## src/rtl/time_counters.sv

```systemverilog
// BCD time-of-day counter (HH:MM:SS) with tick-driven timekeeping and
// a per-field set mode driven by a debounced button pulse.
module time_counters (
    input  logic       i_Clock,
    input  logic       i_Reset,
    input  logic       i_Tick_1Hz,
    input  logic       i_Increment,
    input  logic       i_Counters_Reset,
    input  logic       i_Counters_Enable_Increment,
    input  logic [2:0] i_Counters_Enable_Count,
    output logic [3:0] o_Sec_Ones,
    output logic [2:0] o_Sec_Tens,
    output logic [3:0] o_Min_Ones,
    output logic [2:0] o_Min_Tens,
    output logic [3:0] o_Hour_Ones,
    output logic [1:0] o_Hour_Tens,
    output logic       o_Day_Wrap
);

    logic [3:0] sec_ones_q  = '0, sec_ones_d;
    logic [2:0] sec_tens_q  = '0, sec_tens_d;
    logic [3:0] min_ones_q  = '0, min_ones_d;
    logic [2:0] min_tens_q  = '0, min_tens_d;
    logic [3:0] hour_ones_q = '0, hour_ones_d;
    logic [1:0] hour_tens_q = '0, hour_tens_d;
    logic       day_wrap_q  = 1'b0, day_wrap_d;

    logic       set_mode;
    logic       pulse;
    logic [6:0] sec_next;
    logic [6:0] min_next;
    logic [5:0] hour_next;
    logic       sec_adv, min_adv, hour_adv;
    logic       sec_wrap, min_wrap, hour_wrap;

    // Next value of a 00-59 field; 59 and any illegal code load 00.
    function automatic logic [6:0] next_60(input logic [2:0] tens, input logic [3:0] ones);
        logic [6:0] r;
        if (ones > 4'd9 || tens > 3'd5 || (tens == 3'd5 && ones == 4'd9))
            r = '0;
        else if (ones == 4'd9)
            r = {tens + 3'd1, 4'd0};
        else
            r = {tens, ones + 4'd1};
        return r;
    endfunction

    // Next value of a 00-23 field; 23 and any illegal code load 00.
    function automatic logic [5:0] next_24(input logic [1:0] tens, input logic [3:0] ones);
        logic [5:0] r;
        if (ones > 4'd9 || tens > 2'd2 || (tens == 2'd2 && ones >= 4'd3))
            r = '0;
        else if (ones == 4'd9)
            r = {tens + 2'd1, 4'd0};
        else
            r = {tens, ones + 4'd1};
        return r;
    endfunction

    always_comb begin
        set_mode  = i_Counters_Enable_Increment;
        pulse     = set_mode ? i_Increment : i_Tick_1Hz;
        sec_next  = next_60(sec_tens_q, sec_ones_q);
        min_next  = next_60(min_tens_q, min_ones_q);
        hour_next = next_24(hour_tens_q, hour_ones_q);

        // A field wraps exactly when it advances and lands on 00; carries
        // chain only in tick mode, and a held seconds field never wraps.
        sec_adv   = pulse & i_Counters_Enable_Count[0] & ~i_Counters_Reset;
        sec_wrap  = sec_adv & (sec_next == '0);
        min_adv   = pulse & i_Counters_Enable_Count[1] & (set_mode | sec_wrap);
        min_wrap  = min_adv & (min_next == '0);
        hour_adv  = pulse & i_Counters_Enable_Count[2] & (set_mode | min_wrap);
        hour_wrap = hour_adv & (hour_next == '0);

        {sec_tens_d, sec_ones_d}   = {sec_tens_q, sec_ones_q};
        {min_tens_d, min_ones_d}   = {min_tens_q, min_ones_q};
        {hour_tens_d, hour_ones_d} = {hour_tens_q, hour_ones_q};

        if (i_Counters_Reset)
            {sec_tens_d, sec_ones_d} = '0;
        else if (sec_adv)
            {sec_tens_d, sec_ones_d} = sec_next;
        if (min_adv)
            {min_tens_d, min_ones_d} = min_next;
        if (hour_adv)
            {hour_tens_d, hour_ones_d} = hour_next;

        // In tick mode an hour wrap implies minute and second wraps.
        day_wrap_d = ~set_mode & hour_wrap;
    end

    always_ff @(posedge i_Clock) begin
        if (i_Reset) begin
            sec_ones_q  <= '0;
            sec_tens_q  <= '0;
            min_ones_q  <= '0;
            min_tens_q  <= '0;
            hour_ones_q <= '0;
            hour_tens_q <= '0;
            day_wrap_q  <= 1'b0;
        end else begin
            sec_ones_q  <= sec_ones_d;
            sec_tens_q  <= sec_tens_d;
            min_ones_q  <= min_ones_d;
            min_tens_q  <= min_tens_d;
            hour_ones_q <= hour_ones_d;
            hour_tens_q <= hour_tens_d;
            day_wrap_q  <= day_wrap_d;
        end
    end

    assign o_Sec_Ones  = sec_ones_q;
    assign o_Sec_Tens  = sec_tens_q;
    assign o_Min_Ones  = min_ones_q;
    assign o_Min_Tens  = min_tens_q;
    assign o_Hour_Ones = hour_ones_q;
    assign o_Hour_Tens = hour_tens_q;
    assign o_Day_Wrap  = day_wrap_q;

endmodule

```

## config.mk

```make
export PLATFORM = sky130hd
export DESIGN_NAME = time_counters
export DESIGN_NICKNAME = d
export VERILOG_FILES = /design/src/rtl/time_counters.sv
export SDC_FILE = /design/constraint.sdc
export NUM_CORES = 1
export LEC_CHECK = 0
export ABC_AREA = 0
export CORE_ASPECT_RATIO = 1.25
export CORE_MARGIN = 2
export CORE_UTILIZATION = 33
export DETAILED_ROUTE_END_ITERATION = 7
export GPL_TIMING_DRIVEN = 0
export MAX_ROUTING_LAYER = met4
export PLACE_DENSITY = 0.54
export SLEW_MARGIN = 30
export SYNTH_ARGS = -nofsm -noshare
export SYNTH_HDL_FRONTEND = slang
export SYNTH_SLANG_ARGS = --single-unit
```

## constraint.sdc

```tcl
create_clock -name i_Clock -period 3 [get_ports i_Clock]
set_input_delay 0.45 -clock i_Clock [delete_from_list [all_inputs] [get_ports i_Clock]]
set_output_delay 0.45 -clock i_Clock [all_outputs]
set_load 0.02 [all_outputs]
```

# --- Yosys cells after proc, flatten, opt, wreduce, memory -nomap -nowiden ---
# Index checks and enable logic that the tools add are counted.
word_totals:
  mem_bits_rw: 0
  out_inout_bits: 21
  rom_bits: 0
  ff_bits: 21
  latchBits: 0
  memories: 0
op_classes:
  shift: 0
  reduce_logical: 13
  bitwise_logic: 14
  n_lt_le_gt_ge: 7
  div_mod_pow: 0
  addsub: 6
  eq_ne: 6
  n_mul: 0
  n_mux: 7
op_table:
  columns: ["op", "count"]
  rows:
  - ["2-to-1 mux 7 bit", 4]
  - ["logical NOT 7 bit", 2]
  - ["adder 4 x 1 -> 4 bit (second input constant)", 3]
  - ["== test 4 bit (second input constant)", 3]
  - ["> comparator 4 bit (second input constant)", 3]
  - ["2-to-1 mux 6 bit", 2]
  - ["AND 1 bit", 10]
  - ["adder 3 x 1 -> 3 bit (second input constant)", 2]
  - ["== test 3 bit (second input constant)", 2]
  - ["> comparator 3 bit (second input constant)", 2]
  - ["logical NOT 6 bit", 1]
  - ["logical OR 1 bit", 6]
  - ["greater-or-equal comparator 4 x 2 -> 1 bit (second input constant)", 1]
  - ["logical AND 1 bit", 3]
  - ["adder 2 x 1 -> 2 bit (second input constant)", 1]
  - ["== test 2 bit (second input constant)", 1]
  - ["> comparator 2 bit (second input constant)", 1]
  - ["inverter 1 bit", 2]
  - ["bitwise OR 1 bit", 2]
  - ["OR reduction 2 bit", 1]
  - ["2-to-1 mux 1 bit", 1]

# --- Logic depth before layout (Yosys ltp) ---
# Gate-level depths: netlist of run 1.
logic_depth:
  word_depth: 13
  depth_mapped: 10
  ltp_nobuf: 9

# --- Worst setup path before layout of run 1 ---
# OpenSTA, ideal clock, no wires.
synth_path:
  path_kind: "flip-flop to flip-flop"
  start: "register sec_tens_q[0], in the netlist o_Sec_Tens[0]"
  end: "register hour_ones_q[1], in the netlist o_Hour_Ones[1]"
  n_path_buf: 0
  path_stages_with_launch: 9
  path_slack_ns: 0.478
  arrival_ns: 2.404
  cell_sequence: "dfxtp_1 -> ha_1 -> a311oi_1 -> o32ai_4 -> a221oi_1 -> or3_1 -> a211o_1 -> or2_0 -> a32o_1"
synth_via:
  elab_chain_len: 11
  word_cells_on_any_way: 15
  classes_between: "add/sub: 1; order compare: 1; eq/ne: 1; mux: 2; bitwise: 6; reduce/logical: 4"
synth_lines:
  columns: ["item", "line", "rtl"]
  rows:
  - ["start: declaration", "21", "logic [2:0] sec_tens_q = '0, sec_tens_d;"]
  - ["start signal: assignment", "104", "sec_tens_q <= sec_tens_d;"]
  - ["> comparator 3 bit or == test 3 bit (tied branches)", "39", "if (ones > 4'd9 || tens > 3'd5 || (tens == 3'd5 && ones == 4'd9))"]
  - ["logical OR 1 bit or logical AND 1 bit (tied branches)", "39", null]
  - ["logical OR 1 bit", "39", null]
  - ["2-to-1 mux 7 bit (*)", "39", null]
  - ["logical NOT 7 bit (*)", "70", "sec_wrap = sec_adv & (sec_next == '0);"]
  - ["AND 1 bit (*)", "70", null]
  - ["bitwise OR 1 bit (*)", "71", "min_adv = pulse & i_Counters_Enable_Count[1] & (set_mode | sec_wrap);"]
  - ["AND 1 bit (*)", "71", null]
  - ["AND 1 bit (*)", "72", "min_wrap = min_adv & (min_next == '0);"]
  - ["bitwise OR 1 bit (*)", "73", "hour_adv = pulse & i_Counters_Enable_Count[2] & (set_mode | min_wrap);"]
  - ["AND 1 bit (*)", "73", null]
  - ["end signal: assignment", "107", "hour_ones_q <= hour_ones_d;"]
  - ["end: declaration", "24", "logic [3:0] hour_ones_q = '0, hour_ones_d;"]
# Every way passes the cells marked *; elsewhere a longest branch is shown, timed or not.
# A chain may end at the register's enable or synchronous reset.

# --- Worst setup path in the final report of run 1 ---
# Same ends and word-level chain as after synthesis.

==> tab_implementation.tex, run 1 <==
\begin{tabular}{lr}
\hline
Metric & Value \\
\hline
\multicolumn{2}{l}{\textbf{Route}} \\
Number of nets still failing antenna checks after routing & 0 \\
First drt pass iteration count & 4 \\
DRC violations left & 0 \\
Routed Wire Length & 3.579 mm \\
Total via count in the routed design & $\sim$1500 \\
Ratio of routed vias to standard cells & 5.261 \\
Post-detailed-route wirelength per cell & roughly 13 um \\
Detailed router's first-iteration violation count & 50 \\
\multicolumn{2}{l}{\textbf{Synth}} \\
Syn\_area\_per\_cell & just under 8 um\^{}2 \\
Portion of synthesized cell area occupied by the leading cell type & 28.79\% \\
Total number of yosys warnings & 0 \\
Mapped Nets & 205 \\
Most instantiated flip-flop cell in the synthesis netlist & sky130\_fd\_sc\_hd\_\_dfxtp\_1 \\
Cell type with the highest aggregate area in the netlist & sky130\_fd\_sc\_hd\_\_dfxtp\_1 \\
Post-Synthesis Cells & 190 \\
Distinct cell type count after synthesis & 51 \\
Count leader, synth & sky130\_fd\_sc\_hd\_\_nor2\_1 \\
\#FFs+latches synth & 21 \\
Async SR Flop Fraction & 0\% \\
Synth top cells by count & sky130\_fd\_sc\_hd\_\_nor2\_1 (24), sky130\_fd\_sc\_hd\_\_dfxtp\_1 (21), sky130\_fd\_sc\_hd\_\_a21oi\_1 (15) \\
Biggest area contributors in the synthesized netlist & sky130\_fd\_sc\_hd\_\_dfxtp\_1 (29\%), sky130\_fd\_sc\_hd\_\_nor2\_1 (6.2\%), sky130\_fd\_sc\_hd\_\_a21oi\_1 (5.1\%) \\
Portion of the post-synthesis area used by sequential elements & around 29\% \\
Number of enable flip-flop cells after synthesis & 0 \\
Post-synthesis cell area & roughly 0.0015 mm\^{}2 \\
\multicolumn{2}{l}{\textbf{Floorplanning}} \\
Overall die area & 0.004976 mm\^{}2 \\
Initial core utilization & around a third \\
Core area & roughly 0.0043 mm\^{}2 \\
\# rows & 27 \\
Chip Width & approximately 63 um \\
I/O pin cnt & 30 \\
Die height & 78.37 um \\
\multicolumn{2}{l}{\textbf{Placement}} \\
Placed wire-length estimate & around 2.7 mm \\
Setup Slack @ Placement & 0.3353 ns \\
Post-Place Cells & 276 \\
Number of buffers added on ports & 28 \\
Placer congestion estimate & 0.8640 \\
Cell area after placement & around 0.0018 mm\^{}2 \\
\multicolumn{2}{l}{\textbf{STA}} \\
\# setup viols final & 0 \\
Final period utilization & 87.60\% \\
Worst hold margin & 0.5539 ns \\
Final Slew Violations & 0 \\
Sum Neg Setup Slack & 0 ns \\
Crit path time final & 2.628 ns \\
Setup repair after global routing missed its margin & false \\
Hold violation count in the final report & 0 \\
Slew @ Worst Pin & between 0.6 and 0.7 ns \\
Maximum clock frequency & 0.3805 GHz \\
Relative max-transition margin & around three fifths \\
Minimum setup slack in the final design & 0.3720 ns \\
Setup clock skew after layout & 0.005669 ns \\
\multicolumn{2}{l}{\textbf{Global route}} \\
Largest net degree at the start of global routing & 12 \\
Via count of the first global-routing pass & between 1000 and 1500 \\
Overall track demand over capacity in global routing & 15.06\% \\
Total global routing overflow & 0 \\
Wire length of the first global-routing pass & 6.023 mm \\
Met1 capacity usage during global routing & between 10\% and 20\% \\
Antenna violations before repair & 0 \\
Fraction of met2 tracks used by global routing & between 20\% and 30\% \\
Global routing met3 resource utilization & 2.006\% \\
Most Used Layer, Global Route & met2 \\
\multicolumn{2}{l}{\textbf{Critical path}} \\
Startpoint-to-endpoint class of the critical path & register to register \\
Endpoint class of the critical path & register \\
Startpoint types & register \\
CP max FO & 7 \\
CP arrival & 2.79 ns \\
Worst endpoint required time & 3.16 ns \\
Worst Reg2Reg Path Length in Cells & 8 \\
\multicolumn{2}{l}{\textbf{Hold path}} \\
Cells on Worst Hold Path & 2 \\
Worst hold-check path type & register to register \\
\multicolumn{2}{l}{\textbf{Clocking}} \\
Count of clock tree sinks & 21 \\
TritonCTS Buffers & 3 \\
Clock latency at the later pin of the worst-skew pair & 0.26 ns \\
Clock Tree Buf Depth & 2 \\
TritonCTS clock tree & yes \\
Root buf cell & sky130\_fd\_sc\_hd\_\_clkbuf\_8 \\
Count of cells resized by post-cts repair & 0 \\
Buffers inserted during post-CTS setup optimization & 0 \\
Hold-fix buffer count after cts & 0 \\
Clk slew on worst S/H paths & 0.08 ns \\
H-tree depth & 1 \\
\multicolumn{2}{l}{\textbf{Finish}} \\
Utilization after layout & 42.97\% \\
Antenna Diode Count & 0 \\
Post-layout net count & 238 \\
Proportion of layout cells with a drive suffix above 1 & 8.108\% \\
Area Growth Syn to Fin & 27.25\% \\
Number of fillers in the final layout & about 490 \\
Post-route non-filler standard cell count & 280 \\
Post-route cell area & 0.001858 mm\^{}2 \\
\multicolumn{2}{l}{\textbf{Pwr}} \\
Maximum ir drop on the vdd rail & about 0.00019 V \\
Power Density & about 280 mW/mm\^{}2 \\
Static leakage & 0.6305 nW \\
Overall power consumption & between 0.5 and 0.6 mW \\
\multicolumn{2}{l}{\textbf{Run}} \\
Number of max-capacitance violations reported & 0 \\
\multicolumn{2}{l}{\textbf{Outcome}} \\
Result of the run & complete, no violations \\
\hline
\end{tabular}
power by group:
part | switching, mW | leakage, nW | internal [mW] | total, mW
logic | 0.0287 | 0.438 | 0.0231 | 0.0518
registers | 0.00178 | 0.169 | 0.280 | 0.282
clock network | 0.0944 | 0.0228 | 0.0947 | 0.189
total | 0.125 | 0.630 | 0.398 | 0.523
layout make-up:
cell class                      count  area (um^2)  area share [%]
Sequential cell                    21        420.4           22.63
Buffer                             12        56.30           3.030
Clock buffer                        4        45.04           2.424
Tap cell                           58        72.57           3.906
Multi-Input combinational cell    148        949.7           51.11
Timing Repair Buffer               28        280.3           15.08
Inverter                            9        33.78           1.818
layer usage:
metal	up-vias	part of all wire, %	wire length, um
li1	759	-	-
met1	688	47	1671
met2	22	49	1761
met3	4	2.8	100
met4	0	1.3	45
met5	-	0	0
worst paths after layout:
path,endpoint,startpoint,slack (ns)
worst max register to register,o_Hour_Ones[1],o_Sec_Tens[0],0.37
worst min-delay path,o_Min_Tens[2],o_Min_Tens[2],0.55
worst max-delay path,o_Hour_Ones[1],o_Sec_Tens[0],0.37
worst min register to register,o_Min_Tens[2],o_Min_Tens[2],0.55
logic make-up (layout without fill, tap and decap cells):
family / Yosys count / after routing / synth area share [%]
simple gates: 84 / 84 / 31.53
mux: 2 / 2 / 1.371
compound gates: 54 / 54 / 25.79
flops: 21 / 21 / 28.79
fa+ha+maj: 6 / 6 / 5.141
buf+inv: 21 / 53 / 6.170
xor+xnor: 2 / 2 / 1.200
registers in the layout, summed over array words and instances (netlist names):
name and count:
o_Min_Ones 4, o_Sec_Tens 3, o_Hour_Tens 2, o_Sec_Ones 4, o_Min_Tens 3, o_Hour_Ones 4, o_Day_Wrap 1
cell usage in the layout (no fill, tap or decap), types with 3 or more instances in the layout:
| cell type | netlist | layout |
|---|---|---|
| sky130_fd_sc_hd__clkbuf_1 | 5 | 6 |
| sky130_fd_sc_hd__nor2_1 | 24 | 24 |
| sky130_fd_sc_hd__a21oi_1 | 15 | 15 |
| sky130_fd_sc_hd__o21ai_1 | 5 | 5 |
| sky130_fd_sc_hd__dfxtp_1 | 21 | 21 |
| sky130_fd_sc_hd__clkdlybuf4s50_1 | 0 | 28 |
| sky130_fd_sc_hd__buf_2 | 6 | 6 |
| sky130_fd_sc_hd__nor2b_1 | 4 | 4 |
| sky130_fd_sc_hd__nand3_1 | 5 | 5 |
| sky130_fd_sc_hd__nand2_1 | 11 | 11 |
| sky130_fd_sc_hd__clkbuf_8 | 0 | 3 |
| sky130_fd_sc_hd__and3_1 | 4 | 4 |
| sky130_fd_sc_hd__nor4_1 | 3 | 3 |
| sky130_fd_sc_hd__o21ai_0 | 5 | 5 |
| sky130_fd_sc_hd__a31oi_1 | 3 | 3 |
| sky130_fd_sc_hd__a32o_1 | 4 | 4 |
| sky130_fd_sc_hd__nand4b_1 | 4 | 4 |
| sky130_fd_sc_hd__nor3_1 | 6 | 6 |
| sky130_fd_sc_hd__nand2b_1 | 4 | 4 |
| sky130_fd_sc_hd__ha_1 | 6 | 6 |
| sky130_fd_sc_hd__inv_1 | 8 | 8 |
| sky130_fd_sc_hd__and2_1 | 3 | 3 |
worst max-delay path, cell delays in order, from the launching register on:
cell and delay (ns):
sky130_fd_sc_hd__dfxtp_1 0.45, sky130_fd_sc_hd__ha_1 0.30, sky130_fd_sc_hd__a311oi_1 0.17, sky130_fd_sc_hd__o32ai_4 0.23, sky130_fd_sc_hd__a221oi_1 0.11, sky130_fd_sc_hd__or3_1 0.35
sky130_fd_sc_hd__a211o_1 0.41, sky130_fd_sc_hd__or2_0 0.25, sky130_fd_sc_hd__a32o_1 0.25
(Power assumes the default switching activity.)
==> run 2: changes to the inputs <==
- PLACE_DENSITY: 0.54 -> 0.65
==> tab_implementation.tex, run 2 (same netlist as run 1, synthesis figures left out) <==
\begin{tabular}{lr}
\hline
Metric & Value \\
\hline
\multicolumn{2}{l}{\textbf{STA}} \\
Hold violation count in the final report & 0 \\
Sum Neg Setup Slack & 0 ns \\
Final Slew Violations & 0 \\
Maximum clock frequency & 0.3865 GHz \\
Relative max-transition margin & 55.72\% \\
Setup clock skew after layout & 0.002796 ns \\
Slew @ Worst Pin & 0.6598 ns \\
Setup repair after global routing missed its margin & false \\
\# setup viols final & 0 \\
Minimum setup slack in the final design & $\sim$0.41 ns \\
Crit path time final & about 2.6 ns \\
Final period utilization & between 80\% and 90\% \\
\multicolumn{2}{l}{\textbf{Global route}} \\
Antenna violations before repair & 0 \\
Largest net degree at the start of global routing & 12 \\
Total global routing overflow & 0 \\
Wire length of the first global-routing pass & 6.058 mm \\
Overall track demand over capacity in global routing & 15.05\% \\
Via count of the first global-routing pass & 1375 \\
\multicolumn{2}{l}{\textbf{Run}} \\
Number of max-capacitance violations reported & 0 \\
\multicolumn{2}{l}{\textbf{Pwr}} \\
Static leakage & 0.6305 nW \\
Power Density & 282.0 mW/mm\^{}2 \\
Maximum ir drop on the vdd rail & 0.0001578 V \\
\multicolumn{2}{l}{\textbf{Placement}} \\
Placer congestion estimate & 0.8834 \\
Post-Place Cells & 276 \\
Number of buffers added on ports & 28 \\
Setup Slack @ Placement & 0.2906 ns \\
Placed wire-length estimate & 2.635 mm \\
\multicolumn{2}{l}{\textbf{Finish}} \\
Post-layout net count & 238 \\
Area Growth Syn to Fin & 27.25\% \\
Post-route non-filler standard cell count & 280 \\
Commonest non-fill, non-tap cells in the layout & sky130\_fd\_sc\_hd\_\_clkdlybuf4s50\_1 (28), sky130\_fd\_sc\_hd\_\_nor2\_1 (24), sky130\_fd\_sc\_hd\_\_dfxtp\_1 (21) \\
Proportion of layout cells with a drive suffix above 1 & 8.108\% \\
Most frequent standard cell in the layout excluding fill and tap cells & sky130\_fd\_sc\_hd\_\_clkdlybuf4s50\_1 \\
Antenna Diode Count & 0 \\
\multicolumn{2}{l}{\textbf{Route}} \\
Routed Wire Length & about 3.5 mm \\
Detailed router's first-iteration violation count & 81 \\
Total via count in the routed design & $\sim$1500 \\
First drt pass iteration count & 4 \\
DRC violations left & 0 \\
Post-detailed-route wirelength per cell & about 13 um \\
Ratio of routed vias to standard cells & about 5.4 \\
Number of nets still failing antenna checks after routing & 0 \\
\multicolumn{2}{l}{\textbf{Critical path}} \\
Worst endpoint required time & 3.16 ns \\
CP max FO & 7 \\
CP arrival & 2.74 ns \\
Endpoint class of the critical path & register \\
Startpoint-to-endpoint class of the critical path & register to register \\
Worst Reg2Reg Path Length in Cells & 8 \\
Startpoint types & register \\
\multicolumn{2}{l}{\textbf{Hold path}} \\
Worst hold-check path type & register to register \\
Cells on Worst Hold Path & 2 \\
\multicolumn{2}{l}{\textbf{Clocking}} \\
TritonCTS clock tree & yes \\
TritonCTS Buffers & 3 \\
H-tree depth & 1 \\
Root buf cell & sky130\_fd\_sc\_hd\_\_clkbuf\_8 \\
Hold-fix buffer count after cts & 0 \\
Buffers inserted during post-CTS setup optimization & 0 \\
Clk slew on worst S/H paths & 0.08 ns \\
Count of cells resized by post-cts repair & 0 \\
Clock latency at the later pin of the worst-skew pair & between 0.2 and 0.3 ns \\
Count of clock tree sinks & 21 \\
Clock Tree Buf Depth & 2 \\
\multicolumn{2}{l}{\textbf{Floorplanning}} \\
Initial core utilization & 33.77\% \\
Core area & 0.004324 mm\^{}2 \\
Chip Width & 63.50 um \\
Overall die area & 0.004976 mm\^{}2 \\
\# rows & 27 \\
I/O pin cnt & 30 \\
Die height & 78.37 um \\
\multicolumn{2}{l}{\textbf{Outcome}} \\
Result of the run & complete, no violations \\
\hline
\end{tabular}
## run 2: final timing paths
path	from	end	slack [ns]
worst max-delay path	o_Sec_Tens[0]	o_Hour_Ones[1]	0.41
worst min-delay path	o_Min_Tens[2]	o_Min_Tens[2]	0.56
worst max register to register	o_Sec_Tens[0]	o_Hour_Ones[1]	0.41
worst min register to register	o_Min_Tens[2]	o_Min_Tens[2]	0.56
## run 2: area by class of cell
| class | instances | area, um^2 |
|---|---|---|
| repair buffers | 28 | 280.3 |
| flip-flops and latches | 21 | 420.4 |
| inverters | 9 | 33.78 |
| multi-input cells | 148 | 949.7 |
| clock buffers | 4 | 45.04 |
| well taps | 58 | 72.57 |
| plain buffers | 12 | 56.30 |
| fillers | 471 | 2466 |
## run 2: per-stage QoR
stage / util [%] / power, mW / hold WS, ns / instance area, um^2
final: 42.97 / 0.5240 / 0.5641 / 1858
after global placement: 41.93 / 0.3406 / 0.5475 / 1813
after CTS: 42.97 / 0.5319 / 0.5632 / 1858
after detailed placement: 41.93 / 0.3407 / 0.5523 / 1813
after floorplan: - / 0.3183 / 0.5285 / 1460
after global routing: 42.97 / 0.5493 / 0.6181 / 1858
## run 2: power breakdown
part | internal, mW | leakage, nW | switching (mW)
Clock | 0.0947 | 0.0228 | 0.0953
Combinational | 0.0231 | 0.438 | 0.0286
Sequential | 0.280 | 0.169 | 0.00184
## run 2: metal layers
| layer | wire (um) | share of wire [%] | GRT usage, % | vias to the layer above |
|---|---|---|---|---|
| li1 | - | - | - | 761 |
| met1 | 1640 | 47 | 19.30 | 697 |
| met2 | 1657 | 47 | 24.21 | 40 |
| met3 | 145 | 4.1 | 1.862 | 8 |
| met4 | 70 | 2.0 | 5.652 | 0 |
| met5 | 0 | 0 | - | - |
## run 2: worst max-delay path, cell delays in order (launching register included)
cell,delay [ns]
sky130_fd_sc_hd__dfxtp_1,0.43
sky130_fd_sc_hd__ha_1,0.28
sky130_fd_sc_hd__a311oi_1,0.17
sky130_fd_sc_hd__o32ai_4,0.21
sky130_fd_sc_hd__a221oi_1,0.10
sky130_fd_sc_hd__or3_1,0.37
sky130_fd_sc_hd__a211o_1,0.41
sky130_fd_sc_hd__or2_0,0.25
sky130_fd_sc_hd__a32o_1,0.25
==> run 3: changes to the inputs <==
- DONT_BUFFER_PORTS: not set -> 1
- PLACE_DENSITY: 0.65 -> 0.56
==> tab_implementation.tex, run 3 (same netlist as run 1, synthesis figures left out) <==
\begin{tabular}{lr}
\hline
Metric & Value \\
\hline
\multicolumn{2}{l}{\textbf{Route}} \\
Ratio of routed vias to standard cells & roughly 5.4 \\
Post-detailed-route wirelength per cell & between 10 and 15 um \\
DRC violations left & 0 \\
Wire length on met3 & approximately 240 um \\
Number of nets still failing antenna checks after routing & 0 \\
Routed Wire Length & 3.415 mm \\
Routed length on met2 & approximately 1.6 mm \\
First drt pass iteration count & 4 \\
Total via count in the routed design & 1350 \\
Detailed router's first-iteration violation count & $\sim$110 \\
Uppermost layer routed & met4 \\
M1 wire length & 1.522 mm \\
\multicolumn{2}{l}{\textbf{STA}} \\
Hold violation count in the final report & 0 \\
Final Slew Violations & 0 \\
Crit path time final & 2.767 ns \\
Maximum clock frequency & between 0.3 and 0.4 GHz \\
\# setup viols final & 0 \\
Relative max-transition margin & between 50\% and 60\% \\
Setup repair after global routing missed its margin & false \\
Worst hold margin & roughly 0.27 ns \\
Slew @ Worst Pin & 0.6608 ns \\
Sum Neg Setup Slack & 0 ns \\
Setup clock skew after layout & 0.002881 ns \\
Final period utilization & between 90\% and 100\% \\
\multicolumn{2}{l}{\textbf{Critical path}} \\
FF-to-FF setup slack & 0.23 ns \\
Worst flop-to-flop path endpoint & o\_Hour\_Ones[1] \\
Origin of the critical flop-to-flop path & o\_Sec\_Tens[0] \\
Startpoint types & register \\
CP arrival & 2.93 ns \\
Endpoint class of the critical path & register \\
Worst Reg2Reg Path Length in Cells & 8 \\
Worst endpoint required time & 3.16 ns \\
CP max FO & 7 \\
Startpoint-to-endpoint class of the critical path & register to register \\
\multicolumn{2}{l}{\textbf{Floorplanning}} \\
\# rows & 27 \\
Overall die area & 0.004976 mm\^{}2 \\
Core area & between 0.004 and 0.005 mm\^{}2 \\
I/O pin cnt & 30 \\
Die height & between 70 and 80 um \\
Chip Width & 63.50 um \\
Initial core utilization & 33.77\% \\
\multicolumn{2}{l}{\textbf{Clocking}} \\
TritonCTS clock tree & yes \\
Count of clock tree sinks & 21 \\
TritonCTS Buffers & 3 \\
H-tree depth & 1 \\
Clk slew on worst S/H paths & 0.08 ns \\
Clock Tree Buf Depth & 2 \\
Clock latency at the later pin of the worst-skew pair & between 0.2 and 0.3 ns \\
Root buf cell & sky130\_fd\_sc\_hd\_\_clkbuf\_8 \\
Hold-fix buffer count after cts & 0 \\
\multicolumn{2}{l}{\textbf{Placement}} \\
Placer congestion estimate & approximately 0.85 \\
Post-Place Cells & 248 \\
Number of buffers added on ports & 0 \\
Cell area after placement & 0.001533 mm\^{}2 \\
Placed wire-length estimate & 2.643 mm \\
\multicolumn{2}{l}{\textbf{Pwr}} \\
Power Density & 320.9 mW/mm\^{}2 \\
Maximum ir drop on the vdd rail & between 0.0001 and 0.00015 V \\
Static leakage & 0.5328 nW \\
\multicolumn{2}{l}{\textbf{Run}} \\
Number of max-capacitance violations reported & 0 \\
\multicolumn{2}{l}{\textbf{Finish}} \\
Post-route non-filler standard cell count & 252 \\
Post-route cell area & 0.001584 mm\^{}2 \\
Most frequent standard cell in the layout excluding fill and tap cells & sky130\_fd\_sc\_hd\_\_nor2\_1 \\
Antenna Diode Count & 0 \\
Post-layout net count & 210 \\
Proportion of layout cells with a drive suffix above 1 & 9.794\% \\
Commonest non-fill, non-tap cells in the layout & sky130\_fd\_sc\_hd\_\_nor2\_1 (24), sky130\_fd\_sc\_hd\_\_dfxtp\_1 (21), sky130\_fd\_sc\_hd\_\_a21oi\_1 (15) \\
Area Growth Syn to Fin & 8.483\% \\
Utilization after layout & 36.63\% \\
\multicolumn{2}{l}{\textbf{Global route}} \\
Wire length of the first global-routing pass & 6.030 mm \\
Overall track demand over capacity in global routing & between 10\% and 20\% \\
Via count of the first global-routing pass & 1330 \\
Total global routing overflow & 0 \\
Largest net degree at the start of global routing & 12 \\
Antenna violations before repair & 0 \\
\multicolumn{2}{l}{\textbf{Hold path}} \\
Worst hold-check path type & input port to register \\
End point of the worst hold path & o\_Day\_Wrap \\
Launch instance of the worst min-delay path & i\_Counters\_Enable\_Increment \\
Cells on Worst Hold Path & 1 \\
\multicolumn{2}{l}{\textbf{Outcome}} \\
Result of the run & complete, no violations \\
\hline
\end{tabular}
## run 3: cell types whose count changed in the layout (fill, tap and decap cells not counted), sizes merged
cell | before | now
clkdlybuf4s50 | 28 | 0
## run 3: critical path: stages, from the launching register on
cell and delay [ns]:
sky130_fd_sc_hd__dfxtp_1 0.55, sky130_fd_sc_hd__ha_1 0.35, sky130_fd_sc_hd__a311oi_2 0.16, sky130_fd_sc_hd__o32ai_4 0.23, sky130_fd_sc_hd__a221oi_1 0.12, sky130_fd_sc_hd__or3_1 0.35
sky130_fd_sc_hd__a211o_1 0.40, sky130_fd_sc_hd__or2_0 0.25, sky130_fd_sc_hd__a32o_1 0.25
## run 3: worst max-delay path by stage
stage,start,to,slack (ns),depth (start not counted)
3_3_place_gp,o_Sec_Tens[0],o_Hour_Ones[1],0.26,8
6_report,o_Sec_Tens[0],o_Hour_Ones[1],0.23,8
5_1_grt,o_Sec_Tens[0],o_Hour_Ones[1],0.06,8
4_1_cts,o_Sec_Tens[0],o_Hour_Ones[1],0.23,8
3_5_place_dp,o_Sec_Tens[0],o_Hour_Ones[1],0.27,8
2_1_floorplan,o_Sec_Tens[0],o_Hour_Ones[1],0.48,8
## run 3: layer usage
metal	vias to the layer above	GRT usage, %
met4	0	5.217
met3	5	4.011
li1	707	-
met2	28	24.74
met5	-	-
met1	610	18.74
## run 3: what timing repair did
item                                    in CTS  in global routing
hold endpoints to repair                     0                  0
gates resized for setup                      0                  1
buffers inserted                             0                  0
endpoints found under the setup margin       0                  1
## run 3: metrics by stage
stage | total power, mW | worst slack [ns]
6_report | 0.5082 | 0.2329
5_1_grt | 0.5352 | 0.05800
4_1_cts | 0.5179 | 0.2326
3_3_place_gp | 0.3267 | 0.2631
2_1_floorplan | 0.3183 | 0.4783
3_5_place_dp | 0.3266 | 0.2672
## run 3: final cells by class
cell class / instances / area [um^2]
plain buffers: 12 / 56.30
clock buffers: 4 / 45.04
fillers: 484 / 2740
inverters: 9 / 33.78
multi-input cells: 148 / 955.9
flip-flops and latches: 21 / 420.4
well taps: 58 / 72.57
## run 3: power breakdown
part	internal (mW)	total, mW	switching [mW]
Combinational	0.0119	0.0343	0.0224
Sequential	0.280	0.285	0.00475
Clock	0.0947	0.189	0.0940
